File: config.mk
export PLATFORM = sky130hd
export DESIGN_NAME = kpyd_scanner
export DESIGN_NICKNAME = d
export VERILOG_FILES = /design/src/rtl/kpyd_scanner.sv
export SDC_FILE = /design/constraint.sdc
export NUM_CORES = 1
export LEC_CHECK = 0
export CAP_MARGIN = 20
export CORE_MARGIN = 2
export CORE_UTILIZATION = 35
export CTS_BUF_LIST = sky130_fd_sc_hd__clkbuf_4
export CTS_CLUSTER_DIAMETER = 60
export DETAILED_ROUTE_END_ITERATION = 7
export PLACE_DENSITY = 0.53
export SLEW_MARGIN = 25
export SYNTH_ARGS = -nofsm -noshare
export SYNTH_HDL_FRONTEND = slang
export SYNTH_SLANG_ARGS = --single-unit
export TNS_END_PERCENT = 1
File: constraint.sdc
create_clock -name clk_i -period 4.3 [get_ports clk_i]
set_clock_uncertainty 0.2 [all_clocks]
set_input_delay 0.86 -clock clk_i [delete_from_list [all_inputs] [get_ports clk_i]]
set_output_delay 0.86 -clock clk_i [all_outputs]
set_load 0.02 [all_outputs]
File: src/rtl/kpyd_scanner.sv
// Matrix keypad scanner: column drive, row synchroniser, per-key debounce and a valid/ready event port.
// Optional release events are built when KPYD_RELEASE_EVENTS_EN is defined.
module kpyd_scanner #(
   parameter int unsigned ROWS_P           = 4,
   parameter int unsigned COLS_P           = 4,
   parameter int unsigned SCAN_CYCLES_P    = 1200,
   parameter int unsigned DEBOUNCE_SCANS_P = 4
) (
   input  logic                              clk_i,
   input  logic                              reset_i,
   input  logic [ROWS_P-1:0]                 kpyd_row_i,
   output logic [COLS_P-1:0]                 kpyd_col_o,
   output logic [ROWS_P*COLS_P-1:0]          keys_o,
   output logic                              valid_o,
   input  logic                              ready_i,
   output logic [$clog2(ROWS_P*COLS_P)-1:0]  key_code_o,
   output logic                              key_release_o,
   output logic                              overflow_o
);

   localparam int unsigned KEYS_LP   = ROWS_P * COLS_P;
   localparam int unsigned CODE_W_LP = $clog2(KEYS_LP);
   localparam int unsigned COL_W_LP  = $clog2(COLS_P);
   localparam int unsigned DWELL_W_LP = $clog2(SCAN_CYCLES_P);
   localparam int unsigned DB_W_LP   = $clog2(DEBOUNCE_SCANS_P + 1);

   logic [ROWS_P-1:0]     r_row_meta;
   logic [ROWS_P-1:0]     r_row_sync;
   logic [DWELL_W_LP-1:0] r_dwell;
   logic [COL_W_LP-1:0]   r_col_idx;
   logic [COLS_P-1:0]     r_col_drv;
   logic [KEYS_LP-1:0]    r_keys;
   logic [DB_W_LP-1:0]    r_db_cnt [KEYS_LP];
   logic [KEYS_LP-1:0]    r_press_pend;
   logic                  r_valid;
   logic [CODE_W_LP-1:0]  r_code;
   logic                  r_overflow;

   logic                  w_tc;
   logic [DWELL_W_LP-1:0] w_dwell_nxt;
   logic [COL_W_LP-1:0]   w_col_nxt;
   logic [CODE_W_LP-1:0]  w_k;
   logic [KEYS_LP-1:0]    w_keys_nxt;
   logic [DB_W_LP-1:0]    w_db_nxt [KEYS_LP];
   logic [KEYS_LP-1:0]    w_press_set;
   logic [KEYS_LP-1:0]    w_press_keep;
   logic [KEYS_LP-1:0]    w_pend_any;
   logic                  w_sel_found;
   logic [CODE_W_LP-1:0]  w_sel_code;
   logic                  w_load;
   logic [KEYS_LP-1:0]    w_sel_mask;
   logic                  w_ovf;

`ifdef KPYD_RELEASE_EVENTS_EN
   logic [KEYS_LP-1:0]    r_release_pend;
   logic                  r_release;
   logic [KEYS_LP-1:0]    w_rel_set;
   logic [KEYS_LP-1:0]    w_rel_keep;
   logic                  w_sel_rel;
`endif

   // Column dwell timer; sample happens on the terminal count cycle
   assign w_tc        = (r_dwell == DWELL_W_LP'(SCAN_CYCLES_P - 1));
   assign w_dwell_nxt = w_tc ? '0 : r_dwell + DWELL_W_LP'(1);
   assign w_col_nxt   = (r_col_idx == COL_W_LP'(COLS_P - 1)) ? '0 : r_col_idx + COL_W_LP'(1);

   // Debounce the rows of the current column
   always_comb begin
      w_keys_nxt  = r_keys;
      w_db_nxt    = r_db_cnt;
      w_press_set = '0;
`ifdef KPYD_RELEASE_EVENTS_EN
      w_rel_set   = '0;
`endif
      w_k         = '0;
      if (w_tc) begin
         for (int unsigned r = 0; r < ROWS_P; r++) begin
            w_k = CODE_W_LP'(r * COLS_P) + CODE_W_LP'(r_col_idx);
            if ((~r_row_sync[r]) == r_keys[w_k]) begin
               w_db_nxt[w_k] = '0;
            end else if (r_db_cnt[w_k] == DB_W_LP'(DEBOUNCE_SCANS_P - 1)) begin
               w_db_nxt[w_k]   = '0;
               w_keys_nxt[w_k] = ~r_keys[w_k];
               if (!r_keys[w_k]) w_press_set[w_k] = 1'b1;
`ifdef KPYD_RELEASE_EVENTS_EN
               else              w_rel_set[w_k]   = 1'b1;
`endif
            end else begin
               w_db_nxt[w_k] = r_db_cnt[w_k] + DB_W_LP'(1);
            end
         end
      end
   end

`ifdef KPYD_RELEASE_EVENTS_EN
   assign w_pend_any = r_press_pend | r_release_pend;
`else
   assign w_pend_any = r_press_pend;
`endif

   // Lowest pending index wins; a key's press goes before its release
   always_comb begin
      w_sel_found = 1'b0;
      w_sel_code  = '0;
`ifdef KPYD_RELEASE_EVENTS_EN
      w_sel_rel   = 1'b0;
`endif
      for (int i = int'(KEYS_LP) - 1; i >= 0; i--) begin
         if (w_pend_any[i]) begin
            w_sel_found = 1'b1;
            w_sel_code  = CODE_W_LP'(i);
`ifdef KPYD_RELEASE_EVENTS_EN
            w_sel_rel   = ~r_press_pend[i];
`endif
         end
      end
   end

   assign w_load     = (!r_valid || ready_i) && w_sel_found;
   assign w_sel_mask = w_load ? (KEYS_LP'(1) << w_sel_code) : '0;

`ifdef KPYD_RELEASE_EVENTS_EN
   assign w_press_keep = r_press_pend   & ~(w_sel_rel ? '0 : w_sel_mask);
   assign w_rel_keep   = r_release_pend & ~(w_sel_rel ? w_sel_mask : '0);
   assign w_ovf        = (|(w_press_set & w_press_keep)) | (|(w_rel_set & w_rel_keep));
`else
   assign w_press_keep = r_press_pend & ~w_sel_mask;
   assign w_ovf        = |(w_press_set & w_press_keep);
`endif

   always_ff @(posedge clk_i) begin
      if (reset_i) begin
         r_row_meta   <= '1;
         r_row_sync   <= '1;
         r_dwell      <= '0;
         r_col_idx    <= '0;
         r_col_drv    <= ~COLS_P'(1);
         r_keys       <= '0;
         for (int unsigned i = 0; i < KEYS_LP; i++) r_db_cnt[i] <= '0;
         r_press_pend <= '0;
         r_valid      <= 1'b0;
         r_code       <= '0;
         r_overflow   <= 1'b0;
      end else begin
         r_row_meta   <= kpyd_row_i;
         r_row_sync   <= r_row_meta;
         r_dwell      <= w_dwell_nxt;
         if (w_tc) begin
            r_col_idx <= w_col_nxt;
            r_col_drv <= ~(COLS_P'(1) << w_col_nxt);
         end
         r_keys       <= w_keys_nxt;
         r_db_cnt     <= w_db_nxt;
         r_press_pend <= w_press_keep | w_press_set;
         r_overflow   <= r_overflow | w_ovf;
         if (!r_valid || ready_i) begin
            r_valid <= w_sel_found;
            if (w_sel_found) r_code <= w_sel_code;
         end
      end
   end

`ifdef KPYD_RELEASE_EVENTS_EN
   always_ff @(posedge clk_i) begin
      if (reset_i) begin
         r_release_pend <= '0;
         r_release      <= 1'b0;
      end else begin
         r_release_pend <= w_rel_keep | w_rel_set;
         if (w_load) r_release <= w_sel_rel;
      end
   end
   assign key_release_o = r_release;
`else
   assign key_release_o = 1'b0;
`endif

   assign kpyd_col_o = r_col_drv;
   assign keys_o     = r_keys;
   assign valid_o    = r_valid;
   assign key_code_o = r_code;
   assign overflow_o = r_overflow;

endmodule

==> flow_summary.toml <==
[clock_tree]
cts_hold_buf = 0
htreeDepth = 3
tritoncts = "done"
cts_setup_buffers = 0
clk_pin_slew_ns = 0.17
numCtsBuffers = 9
cts.repair.resized = 0
clock_latency_ns = 0.47
cts-root-buf = "clkbuf_4"
cts.sinks = 111
clk_path_buf_depth = 2

[floorplanning]
fp.dieW_um = 128.0
rows = 45
io_pins = 34
die_area_sq_mm = 0.01638
die_h_um = 128.0
initial_core_util_pct = 35.65
core_area_sq_mm = 0.01509

[routing]
drcViolationCount = 0
postRouteAntennaNets = 0
viasPerCell = 5.305
dr_total_vias = 4520
wl_per_cell_um = 16.55
initialDrtViolationCount = 214
routed_wl_mm = 14.10
drtPass1Iterations = 5

[timing]
fmaxAchievable_ghz = 0.3113
tightest_slew_ns = 0.9586
setup-violations-final = 0
fin_crit_ns = 3.212
maxSlewViolCount = 0
relSlewSlack_pct = 35.29
min_period_over_period_pct = 74.70
hold_violations = 0
setup_tns_ns = 0
rsz0062_at_grt = "false"

[global_route]
grt_pass1_wl_mm = 22.91
grt_pass1_vias = 4498
grt_max_degree = 51
antenna_found_initial = 1
overflow = 0
grt_use_total_pct = 17.80

[final_layout]
areaGrowthSynthToFinish_pct = 11.51
n_fill_cell = 1536
nets = 682
final_cells = 852
final_cell_mix = "nand2_1, dfxtp_1, a21oi_1, nor2_1, clkdlybuf4s50_1"
drive_gt1_share_pct = 10.71
utilization_pct = 39.75
layout_commonest_cell = "nand2_1"

[critical_path]
worstSetupPathType = "flop to flop"
critical_path_required_ns = 4.47
worstPathMaxFanout = 17
cp.arrival_ns = 3.38
rrSetupSlack_ns = 1.09
end_kind = "flop"
start_kind = "flop"
reg2reg_from = "r_col_idx[0]"
r2r_cells = 10
cp-startpoint = "r_col_idx[0]"

[synthesis]
ys_warn_count = 0
synthDistinctLibCells = 60
yosysSeqAreaShare_pct = 41.31
avgSynthCellArea_sq_um = 8.418
synth_edf_count = 0
syn_area_sq_mm = 0.005379
ys_seq_elements = 111
netlist_instances = 639
async_reset_ff_share_pct = 0
syn_nets = 663
synthFlopType = "dfxtp_1"

[power_and_ir_drop]
p_per_area_mw_per_mm2 = 278.9
p_int_mw = 1.298
p_sw_share_pct = 22.44
p_sw_mw = 0.3754
comb_power_share_pct = 2.1
p_total_mw = 1.673
p_clk_share_pct = 35.7
ir_worst_vdd_mv = 0.1611
leakagePower_nw = 1.961
seqPwrFrac_pct = 62.2

[min_path]
min-delay-start = "r_row_meta[2]"
min_path_cells = 1
hp-class = "flop to flop"

[placed_design]
numPortBuffers = 32
gp_congestion = 0.8450
dp_cells = 835
place_hpwl_mm = 9.530

[flow_run]
maxCapViolCount = 0

[outcome]
status = "complete, no violations"
==> sequential cells by signal, summed over array words and instances (netlist names) <==
signal and flops:
keys_o 16, r_dwell 11, overflow_o 1, r_col_idx 2, key_code_o 4, kpyd_col_o 4, r_db_cnt 48, r_row_meta 4
r_row_sync 4, valid_o 1, r_press_pend 16
==> per-stage QoR <==
step / instance area [sq um] / worst slack [ns] / hold slack (ns)
2_1_floorplan: 5379 / 0.9881 / 0.1895
3_3_place_gp: 5832 / 1.149 / 0.1939
3_5_place_dp: 5832 / 1.050 / 0.1997
4_1_cts: 5996 / 1.036 / 0.2365
5_1_grt: 5998 / 0.8531 / 0.2565
6_report: 5998 / 1.088 / 0.2321
==> kinds of logic (layout without fill, tap and decap cells) <==
kind of cell,after synthesis,count (layout),share of synthesized area (%)
XOR/XNOR,12,12,1.954
other,1,2,0.06972
flip-flops,111,111,41.31
AO/OA/AOI/OAI,170,170,18.82
adder cells (fa/ha/maj),17,17,3.954
multiplexers,17,17,6.885
buffers and inverters,49,73,4.187
AND/OR/NAND/NOR,262,262,22.82
==> cell usage after synthesis (2+ instances only) <==
| library cell | n | share of area [%] |
|---|---|---|
| a211oi_1 | 4 | 0.56 |
| o31ai_1 | 6 | 0.84 |
| inv_1 | 16 | 1.1 |
| nor4_1 | 6 | 0.70 |
| mux4_2 | 16 | 6.7 |
| o21a_1 | 10 | 1.4 |
| or2_2 | 16 | 1.9 |
| o211a_1 | 2 | 0.37 |
| xor2_1 | 4 | 0.65 |
| o31a_1 | 3 | 0.49 |
| a31oi_1 | 3 | 0.35 |
| nand4_1 | 2 | 0.23 |
| and2_4 | 2 | 0.33 |
| buf_1 | 3 | 0.21 |
| a32o_1 | 2 | 0.37 |
| and2_1 | 3 | 0.35 |
| clkbuf_1 | 18 | 1.3 |
| a22oi_1 | 5 | 0.70 |
| a211o_1 | 3 | 0.49 |
| nor3b_1 | 2 | 0.28 |
| and3_1 | 7 | 0.81 |
| buf_6 | 3 | 0.63 |
| o21ai_0 | 30 | 2.8 |
| nor2_1 | 53 | 3.7 |
| dfxtp_1 | 111 | 41 |
| xnor2_1 | 8 | 1.3 |
| or3_1 | 2 | 0.23 |
| nand2_1 | 128 | 8.9 |
| nor3_1 | 7 | 0.65 |
| ha_1 | 17 | 4.0 |
| o311ai_0 | 2 | 0.33 |
| buf_4 | 3 | 0.42 |
| buf_2 | 6 | 0.56 |
| nand3_1 | 7 | 0.65 |
| a21oi_1 | 91 | 8.5 |
| nor2b_1 | 8 | 0.93 |
| nand2b_1 | 7 | 0.81 |
==> power groups by stage <==
stage	registers [mW]	logic [mW]	clock network, mW
finish	1.04	0.0353	0.598
global route	1.04	0.0400	0.660
CTS	1.04	0.0357	0.620
detailed placement	1.06	0.0357	0
global placement	1.06	0.0353	0
floorplan	1.06	0.0254	0
==> worst paths after layout <==
check,endpoint
max,overflow_o
min,r_row_sync[2]
max reg2reg,overflow_o
min reg2reg,r_row_sync[2]
==> per-layer routing <==
metal  up-vias  part of all wire, %  global-route usage, %
met5         -                    0                      0
met4         0                  2.5                  7.951
met3        30                  4.0                  2.880
met2       111                   47                  28.97
met1      2123                   47                  23.34
li1       2256                    -                      -
==> worst max-delay path, cell delays in order, from the launching register on <==
cell,delay [ns]
dfxtp_1,0.60
buf_4,0.38
mux4_2,0.56
ha_1,0.21
ha_1,0.22
inv_1,0.12
nor3_2,0.11
and3_1,0.20
a22oi_1,0.19
o2111a_1,0.23
a41oi_2,0.08
==> area by class of cell <==
cell class / instances / area (sq um) / share of cell area [%]
Clock buffer: 11 / 82.58 / 1.377
Inverter: 16 / 60.06 / 1.001
Clock inverter: 5 / 81.33 / 1.356
Timing Repair Buffer: 41 / 382.9 / 6.383
Tap cell: 188 / 235.2 / 3.922
Multi-Input combinational cell: 479 / 2932 / 48.87
Sequential cell: 111 / 2222 / 37.05
Antenna cell: 1 / 2.502 / 0.04172
(Power assumes the default switching activity.)
